==> config.mk <==
export PLATFORM = sky130hd
export DESIGN_NAME = mult32x64_lut6_akak
export DESIGN_NICKNAME = d
export VERILOG_FILES = /design/src/rtl/mult_pkg.sv /design/src/rtl/compressor_4to2.sv /design/src/rtl/mult32x64_lut6_akak.sv
export SDC_FILE = /design/constraint.sdc
export NUM_CORES = 2
export LEC_CHECK = 0
export CAP_MARGIN = 20
export CORE_MARGIN = 2
export CORE_UTILIZATION = 55
export DETAILED_ROUTE_END_ITERATION = 10
export PLACE_DENSITY_LB_ADDON = 0.05
export SLEW_MARGIN = 25
export SYNTH_ARGS = -nofsm -noshare
export SYNTH_HDL_FRONTEND = slang
export SYNTH_SLANG_ARGS = --single-unit
==> constraint.sdc <==
create_clock -name clk -period 8.7 [get_ports clk]
set_clock_uncertainty 0.05 [all_clocks]
set_input_delay 2.61 -clock clk [delete_from_list [all_inputs] [get_ports clk]]
set_output_delay 2.61 -clock clk [all_outputs]
set_load 0.01 [all_outputs]
==> src/rtl/mult_pkg.sv <==
// Shared widths and helpers for the wide multiplier datapath.
// Operand widths are fixed; IN0_W must stay even for radix-4 digit recoding.
package mult_pkg;

    localparam int unsigned IN0_W  = 32;
    localparam int unsigned IN1_W  = 64;
    localparam int unsigned OUT_W  = IN0_W + IN1_W;
    localparam int unsigned NUM_PP = IN0_W / 2;
    localparam int unsigned PP_W   = IN1_W + 2;

    function automatic logic maj3(input logic a, input logic b, input logic c);
        return (a & b) | (a & c) | (b & c);
    endfunction

endpackage

==> src/rtl/compressor_4to2.sv <==
// 4:2 carry-save compressor built from two cascaded 3:2 stages.
// Guarantees s_o + cy_o == a_i + b_i + c_i + d_i (mod 2^W); carries past bit W-1 are dropped.
module compressor_4to2
    import mult_pkg::*;
#(
    parameter int unsigned W = 96
) (
    input  logic [W-1:0] a_i,
    input  logic [W-1:0] b_i,
    input  logic [W-1:0] c_i,
    input  logic [W-1:0] d_i,
    output logic [W-1:0] s_o,
    output logic [W-1:0] cy_o
);

    logic [W-1:0] s1;
    logic [W-1:0] c1;
    logic [W-2:0] m1;
    logic [W-2:0] m2;

    for (genvar i = 0; i < W; i++) begin : g_s1
        assign s1[i] = a_i[i] ^ b_i[i] ^ c_i[i];
    end

    // Majority of the top bit would shift out of the word, so it is never formed.
    for (genvar i = 0; i < W - 1; i++) begin : g_m1
        assign m1[i] = maj3(a_i[i], b_i[i], c_i[i]);
    end

    assign c1 = {m1, 1'b0};
    assign s_o = s1 ^ c1 ^ d_i;

    for (genvar i = 0; i < W - 1; i++) begin : g_m2
        assign m2[i] = maj3(s1[i], c1[i], d_i[i]);
    end

    assign cy_o = {m2, 1'b0};

endmodule

==> src/rtl/mult32x64_lut6_akak.sv <==
// Unsigned 32x64 multiplier: radix-4 partial products reduced by a 4:2 compressor tree,
// with the final carry-save pair registered (one-cycle latency, one product per cycle).
module mult32x64_lut6_akak
    import mult_pkg::*;
(
    input  logic             clk,
    input  logic             rst,
    input  logic [IN0_W-1:0] in0,
    input  logic [IN1_W-1:0] in1,
    output logic [OUT_W-1:0] out0,
    output logic [OUT_W-1:0] out1
);

    logic [OUT_W-1:0] pp_ext [NUM_PP];
    logic [OUT_W-1:0] l1     [8];
    logic [OUT_W-1:0] l2     [4];
    logic [OUT_W-1:0] sum_d;
    logic [OUT_W-1:0] carry_d;
    logic [OUT_W-1:0] out0_q;
    logic [OUT_W-1:0] out1_q;

    // Each pp bit depends only on the digit and two adjacent multiplicand bits (plus the x3 add),
    // which fits one LUT6 per bit.
    for (genvar k = 0; k < NUM_PP; k++) begin : g_pp
        logic [1:0]      digit;
        logic [PP_W-1:0] pp;

        assign digit = in0[2*k+1 -: 2];

        always_comb begin
            pp = '0;
            unique case (digit)
                2'd0: pp = '0;
                2'd1: pp = {2'b00, in1};
                2'd2: pp = {1'b0, in1, 1'b0};
                2'd3: pp = {2'b00, in1} + {1'b0, in1, 1'b0};
            endcase
        end

        assign pp_ext[k] = {{(OUT_W - PP_W){1'b0}}, pp} << (2 * k);
    end

    for (genvar g = 0; g < 4; g++) begin : g_l1
        compressor_4to2 #(
            .W(OUT_W)
        ) u_cmp (
            .a_i (pp_ext[4*g]),
            .b_i (pp_ext[4*g+1]),
            .c_i (pp_ext[4*g+2]),
            .d_i (pp_ext[4*g+3]),
            .s_o (l1[2*g]),
            .cy_o(l1[2*g+1])
        );
    end

    for (genvar g = 0; g < 2; g++) begin : g_l2
        compressor_4to2 #(
            .W(OUT_W)
        ) u_cmp (
            .a_i (l1[4*g]),
            .b_i (l1[4*g+1]),
            .c_i (l1[4*g+2]),
            .d_i (l1[4*g+3]),
            .s_o (l2[2*g]),
            .cy_o(l2[2*g+1])
        );
    end

    compressor_4to2 #(
        .W(OUT_W)
    ) u_l3 (
        .a_i (l2[0]),
        .b_i (l2[1]),
        .c_i (l2[2]),
        .d_i (l2[3]),
        .s_o (sum_d),
        .cy_o(carry_d)
    );

    always_ff @(posedge clk) begin
        if (rst) begin
            out0_q <= '0;
            out1_q <= '0;
        end else begin
            out0_q <= sum_d;
            out1_q <= carry_d;
        end
    end

    assign out0 = out0_q;
    assign out1 = out1_q;

endmodule

# Word level (Yosys, flattened, before mapping)
# Cells that the tools add are included.
dict set report op_classes {
  magnitude_cmp 0
  n_shift 0
  multipliers 0
  addsub 1
  n_eq_ne 48
  bitwise 5957
  muxes 16
  reduce_logical 16
  div_mod_pow 0
}
# cell count
set op_table {}
lappend op_table {{$pmux 66 s4} 16}
lappend op_table {{$and 1x1->1} 3007}
lappend op_table {{$or 1x1->1} 1908}
lappend op_table {{$xor 1x1->1} 1028}
lappend op_table {{$xor 96x96->96} 5}
lappend op_table {{$xor 96x72->96} 1}
lappend op_table {{$xor 96x79->96} 1}
lappend op_table {{$xor 96x80->96} 1}
lappend op_table {{$xor 96x88->96} 1}
lappend op_table {{$xor 96x95->96} 1}
lappend op_table {{$xor 94x93->94} 1}
lappend op_table {{$xor 86x85->86} 1}
lappend op_table {{$xor 78x77->78} 1}
lappend op_table {{$xor 70x69->70} 1}
lappend op_table {{$add 64x65->66} 1}
lappend op_table {{$eq 2x2->1 const B} 32}
lappend op_table {{$eq 2x1->1 const B} 16}
lappend op_table {{$logic_not 2->1} 16}
dict set report totals {
  latchBits 0
  output_inout_bits 192
  register_bits 192
  mem_count 0
  mem_bits_ro 0
  ram_bits 0
  word_cells 6041
}

# Depth between registers and ports, before layout
dict set report depth {
  word_depth 20
  ltp_mapped 27
}

# Hierarchy
# Synthesis repeated with hierarchy kept, for this count alone.
dict set report unflattened {
  cells_unflattened 5794
  hier_area_um2 57898.0
}
# mod cells_each area_per_inst_um2 instances
set by_module_without_submodules {}
lappend by_module_without_submodules {mult32x64_lut6_akak 4429 30965.9 1}
lappend by_module_without_submodules {compressor_4to2 195 3847.4 7}

# Worst setup path after synthesis
# OpenSTA, ideal clock, no wires.
dict set report synth_path {
  kind {input -> register}
  startpoint {in in1[1]}
  endpoint {reg out0_q[71], in the netlist out0[71]}
  t_arrival_ns 9.050
  path_buffers 3
  setup_ns 0.128
  setup_slack_ns -0.528
  cell_stages 26
  required_time_ns 8.522
  cell_sequence {clkbuf_1 -> inv_1 -> clkbuf_1 -> fa_1 -> nor2b_1 -> o31a_2 -> o21ai_2 -> o21bai_2 -> a41oi_4 -> o31ai_2 -> a21boi_2 -> o21ai_1 -> a21boi_2 -> xnor2_1 -> buf_4 -> a221oi_2 -> fa_1 -> fa_1 -> inv_1 -> fa_1 -> inv_1 -> fa_1 -> fa_1 -> inv_1 -> fa_1 -> nor2b_1}
}
dict set report synth_via {
  elab_chain_len 18
  elab_cells_between_ends 217
}
# item line_no
set synth_lines {}
lappend synth_lines {{start, declared} mult32x64_lut6_akak.sv:9} ;# input logic [IN1_W-1:0] in1,
lappend synth_lines {{$add 64x65->66 (*)} mult32x64_lut6_akak.sv:36} ;# 2'd3: pp = {2'b00, in1} + {1'b0, in1, 1'b0};
lappend synth_lines {{$pmux 66 s4} mult32x64_lut6_akak.sv:32} ;# unique case (digit)
lappend synth_lines {{$and 1x1->1} mult_pkg.sv:12} ;# return (a & b) | (a & c) | (b & c);
lappend synth_lines {{$or 1x1->1 (2 in a row)} mult_pkg.sv:12}
lappend synth_lines {{$xor 78x77->78 / $and 1x1->1 (equally long branches)} {compressor_4to2.sv:31, mult_pkg.sv:12}}
lappend synth_lines {{$xor 96x80->96 / $or 1x1->1 (equally long branches)} {compressor_4to2.sv:31, mult_pkg.sv:12}}
lappend synth_lines {{$and 1x1->1 / $or 1x1->1 (equally long branches)} mult_pkg.sv:12}
lappend synth_lines {{$or 1x1->1 / $and 1x1->1 (equally long branches)} mult_pkg.sv:12}
lappend synth_lines {{$or 1x1->1} mult_pkg.sv:12}
lappend synth_lines {{$and 1x1->1 / $or 1x1->1 (equally long branches)} mult_pkg.sv:12}
lappend synth_lines {{$or 1x1->1 / $xor 96x96->96 (equally long branches)} {mult_pkg.sv:12, compressor_4to2.sv:31}}
lappend synth_lines {{$or 1x1->1 / $xor 96x95->96 (equally long branches)} {mult_pkg.sv:12, compressor_4to2.sv:31}}
lappend synth_lines {{$and 1x1->1} mult_pkg.sv:12}
lappend synth_lines {{$or 1x1->1 (2 in a row)} mult_pkg.sv:12}
lappend synth_lines {{$xor 96x96->96} compressor_4to2.sv:31} ;# assign s_o = s1 ^ c1 ^ d_i;
lappend synth_lines {{$xor 96x96->96 (*)} compressor_4to2.sv:31}
lappend synth_lines {{net sum_d[71]} mult32x64_lut6_akak.sv:17} ;# logic [OUT_W-1:0] sum_d;
lappend synth_lines {{end signal, assigned} mult32x64_lut6_akak.sv:85} ;# out0_q <= sum_d;
lappend synth_lines {{end, declared} mult32x64_lut6_akak.sv:19} ;# logic [OUT_W-1:0] out0_q;
# The timed path passes the listed nets; every way through them passes the cells marked *.
# A chain may end at the register's enable or synchronous reset.

# Final worst setup path
dict set report layout_path {
  startpoint {in in1[5]}
  endpoint {reg out0_q[64], in the netlist out0[64]}
}
dict set report layout_via {
  elab_chain_len 19
  elab_cells_between_ends 260
}
# item line_no
set layout_lines {}
lappend layout_lines {{$add 64x65->66 (*)} mult32x64_lut6_akak.sv:36}
lappend layout_lines {{$pmux 66 s4} mult32x64_lut6_akak.sv:32}
lappend layout_lines {{$and 1x1->1} mult_pkg.sv:12}
lappend layout_lines {{$or 1x1->1 (2 in a row)} mult_pkg.sv:12}
lappend layout_lines {{$and 1x1->1} mult_pkg.sv:12}
lappend layout_lines {{$or 1x1->1 (2 in a row)} mult_pkg.sv:12}
lappend layout_lines {{$and 1x1->1} mult_pkg.sv:12}
lappend layout_lines {{$or 1x1->1 (2 in a row)} mult_pkg.sv:12}
lappend layout_lines {{$and 1x1->1} mult_pkg.sv:12}
lappend layout_lines {{$or 1x1->1 (2 in a row)} mult_pkg.sv:12}
lappend layout_lines {{$and 1x1->1} mult_pkg.sv:12}
lappend layout_lines {{$or 1x1->1 (2 in a row)} mult_pkg.sv:12}
lappend layout_lines {{$xor 96x96->96} compressor_4to2.sv:31}
lappend layout_lines {{$xor 96x96->96 (*)} compressor_4to2.sv:31}
lappend layout_lines {{net sum_d[64]} mult32x64_lut6_akak.sv:17}
# Marked as above.

==> reports/results.env <==
GPL.FINAL_WEIGHTED_CONGESTION=0.9936
ROUTED_WIRE_LENGTH_PER_INSTANCE_UM=28.59
SLEW_VIOL_FINAL=0
P_SW_W=0.01218
GRT_UTIL_MET3=0.1483
FINAL.FILL_COUNT=7777
DRIVE_ABOVE_1_SHARE=0.2928
PATH_CLK_SLEW_NS=0.10
CRITICAL_PATH.MAX_FANOUT=4
WORSTMARGINPINSLEW_NS=1.112
CTS_SINKS=184
SYNTH.YOSYS.SEQ_AREA_SHARE=0.07007
PLACEDINSTANCEAREA_MM2=0.05914
MAXCLOCKFREQUENCY_MHz=110.1
PLACEMENTROWS=113
DETAIL_ROUTE.FIRST_PASS.ITERATIONS=7
MAX_STAGE_DELAY_NS=0.65
HOLDCRITSTARTPOINT='rst'
SYNTH_CELL_TYPE_COUNT=81
GR-USAGE-MET1=0.5597
CHIPWIDTH_UM=313.2
FINAL_DESIGN_AREA_NO_FILL_MM2=0.06287
SYNTH-EDFF-COUNT=0
FP.DIEAREA_MM2=0.09808
INTERNAL_W=0.01189
FIN_UTIL=0.6627
POST-SYNTH-TOP-AREA-FRACTION=0.3321
POWER_DENSITY_mW_PER_MM2=383.0
POST-ROUTE-PERIOD-UTIL=1.044
VIOLATED_CHECKS='negative setup slack'
STATIC-LEAKAGE-POWER_nW=26.58
CTS_TREE='yes'
DETAIL_ROUTE.DRC_VIOLATIONS=0
FINAL_NET_COUNT=7300
GRT_BUSIEST_LAYER='met2'
RUN_STATUS='finished, violations left'
CAP_VIOLATIONS=0
ANTENNA_VIOLATIONS_BEFORE_REPAIR=18
MULTI_INPUT_GATE_AREA_IN_THE_FINAL_LAYOUT_MM2=0.04602
GRT_PASS1_VIAS=50430
GR-USAGE-ALL-LAYERS=0.4311
SYNTHCELLS=5948
TIMING_WORST_SETUP_PATH_TYPE='input port to flop'
SW_FRAC_OF_TOTAL=0.5060
TIMING.CRITICAL_PATH.SLOWEST_STAGE_CELL='fa_2'
FLOORPLAN.INITIALDENSITY=0.5541
CRITICAL-PATH-TOP-CELL-BY-COUNT='fa_2'
WORSTPATHARRIVAL_NS=9.54
YOSYSWARNINGCOUNT=0
CP_DATA_REQUIRED_TIME_NS=9.15
SYN_AREA_MM2=0.05257
SYNTH_TOP_FLOP_CELL='dfxtp_1'
VIAS_PER_CELL=6.763
HP-CLASS='input port to flop'
CTS-ROOT-BUF='clkbuf_16'
GR-USAGE-MET2=0.6390
GRT_MAX_DEGREE=102
FINAL_SETUP_MARGIN_NS=-0.3863
SYNTH-ASYNC-RESET-RATIO=0
CLOCK_NETWORK_FRACTION_OF_DESIGN_POWER=0.038
POST_SYNTH_MAIN_AREA_CONTRIBUTORS='fa_1, mux2_2, a22oi_1, dfxtp_1, inv_1'
SETUP.WORST_PATH.START_CLASS='input port'
TIMING.SLEW.HEADROOM=0.2586
HOLD-WORST-SLACK_NS=2.466
GRT_FIRST_PASS_WIRELENGTH_UM=322900
REPORT.FINAL.SETUP_VIOL=72
INITIALDRTVIOLATIONCOUNT=6734
CTS.HTREE.LEVELS=4
POST_SYNTH.CELL_AREA_AVG_UM2=8.839
DIE_H_UM=313.2
DESIGN.CORE.AREA_MM2=0.09487
POWER.SHARE.SEQUENTIAL=0.061
CRIT_START='in1[5]'
CRIT_PATH_END_KIND='flop'
ANTENNA_LEFT=0
LAYOUT_OVERHEAD_ON_THE_SYNTHESIZED_AREA_PCT=19.58
NUMPORTBUFFERS=281
MAX-VDD-IR-DROP_V=0.0005485
FINALWORSTPATHREQUIREDPERIOD_NS=9.086
WL_UM=212800
SYNTH_TOP_CELL_BY_AREA='fa_1'
CTS_MAX_PATH_BUFFERS=2
GRT-OVFL-TOTAL=0
DETAILEDPLACEMENTHPWL_UM=152500
SYNTH_SEQ_CELLS=184
NUMCTSBUFFERS=17
SEQUENTIAL_CELL_AREA_MM2=0.003684
WORST_HOLD_PATH.ENDPOINT='out1[72]'
SHARE_COMB_OF_TOTAL_POWER=0.901
RSZ0062_AT_GRT='true'
IO_PINS=290
WHS_PATH_DEPTH=2
POWER.TOTAL_W=0.02408
DR_TOTAL_VIAS=50340
TIMING_HOLD_VIOLATIONS_FINAL=0
-- registers in the layout, summed over array words and instances, names as in the netlist --
register  count
out1         88
out0         96
-- cells in the mapped netlist (all sizes together) (11+ instances only) --
cell,number
or3,17
o21ai,111
fa,872
nor3,12
clkbuf,661
ha,171
mux2,639
o22ai,15
and3,11
a221oi,139
nand3b,15
nor2,365
dfxtp,184
a211o,14
o21bai,13
a21oi,266
a22o,167
nand3,38
nand2,392
and2,29
nand4b,15
xor2,22
nand4,12
o211ai,18
a221o,17
inv,689
nor4bb,15
o21a,11
a22oi,589
nor2b,192
buf,59
nor4b,19
a21o,48
xnor2,37
-- cell usage in the layout, fill, tap and decap left out, types with 16 or more instances in the layout --
| master | n |
|---|---|
| fa_1 | 758 |
| inv_1 | 653 |
| mux2_2 | 632 |
| a22oi_1 | 541 |
| buf_4 | 531 |
| nand2_1 | 389 |
| nor2_1 | 362 |
| a21oi_1 | 217 |
| clkdlybuf4s50_1 | 215 |
| dfxtp_1 | 184 |
| a22o_1 | 167 |
| nor2b_1 | 165 |
| ha_1 | 145 |
| fa_2 | 114 |
| o21ai_0 | 86 |
| a221oi_1 | 78 |
| buf_12 | 68 |
| a22oi_2 | 48 |
| a21o_1 | 47 |
| a221oi_2 | 44 |
| a21oi_2 | 37 |
| inv_2 | 36 |
| nand3_1 | 34 |
| buf_6 | 33 |
| xnor2_1 | 32 |
| and2_1 | 29 |
| ha_4 | 25 |
| buf_2 | 25 |
| nor2b_4 | 23 |
| o211ai_1 | 18 |
| clkbuf_16 | 18 |
| a221o_1 | 17 |
| a221oi_4 | 17 |
| or3_1 | 16 |
| nor4b_1 | 16 |
-- worst max path at each step --
| stage | end | slack (ns) | depth (start not counted) |
|---|---|---|---|
| final | out0[64] | -0.39 | 26 |
| after global routing | out0[64] | -0.47 | 26 |
| after CTS | out0[62] | -0.46 | 30 |
| after detailed placement | out0[70] | -1.81 | 26 |
| after global placement | out0[70] | -1.73 | 26 |
| after floorplan | out0[67] | 0.01 | 26 |
-- power by group through the flow --
stage | Sequential (W) | Combinational [W] | Clock [W]
floorplan | 0.00159 | 0.0125 | 0
global placement | 0.00151 | 0.0199 | 0
detailed placement | 0.00149 | 0.0202 | 0
CTS | 0.00148 | 0.0210 | 0.000929
global route | 0.00150 | 0.0240 | 0.000954
finish | 0.00148 | 0.0217 | 0.000913
-- cell families (layout without fill, tap and decap cells) --
logic type,after synthesis,after routing,share of synthesized area
xor gates and xnor gates,59,60,0.01076
AOI/OAI and AO/OA,1459,1459,0.2028
muxes,641,641,0.1373
buffers and inverters,1409,1625,0.1022
other,1,15,0.00007133
and+or+nand+nor,1152,1152,0.1040
adders and majority gates,1043,1043,0.3728
DFF,184,184,0.07007
-- worst max-delay path, delay by kind of cell --
family          cells  cell delay (ns)
fa+ha+maj           7             3.56
xor+xnor            1             0.24
simple gates        2             0.42
buf+inv             7             0.98
compound gates      9             1.70
-- final cells by class --
class	instances	area share
tap	1265	0.02518
clock inverter	15	0.003383
inverter	689	0.04114
sequential	184	0.05859
multi-input combinational	4363	0.7321
clock buffer	17	0.006767
antenna	7	0.0002786
timing repair buffer	904	0.1326
-- per-layer routing --
metal	part of all wire	vias to the layer above	routed length [um]
li1	-	20730	-
met1	0.37	24950	79050
met2	0.43	3807	92360
met3	0.13	835	28650
met4	0.059	24	12450
met5	0.0014	-	301
-- what timing repair did --
item                       CTS  global route
cloned                       4             0
hold buffers                 0             0
setup buffers               48            28
resized for setup          361           267
pin swaps                  140           161
setup endpoints to repair  140           133
-- stage by stage --
| step | TNS (ns) | setup WS, ns | cells |
|---|---|---|---|
| floorplan | 0 | 0.01356 | 5955 |
| global placement | -184.30 | -1.730 | 7334 |
| detailed placement | -188.10 | -1.813 | 7334 |
| CTS | -19.88 | -0.4587 | 7417 |
| global route | -21.74 | -0.4730 | 7441 |
| finish | -12.79 | -0.3863 | 7444 |
(Power assumes the default switching activity.)
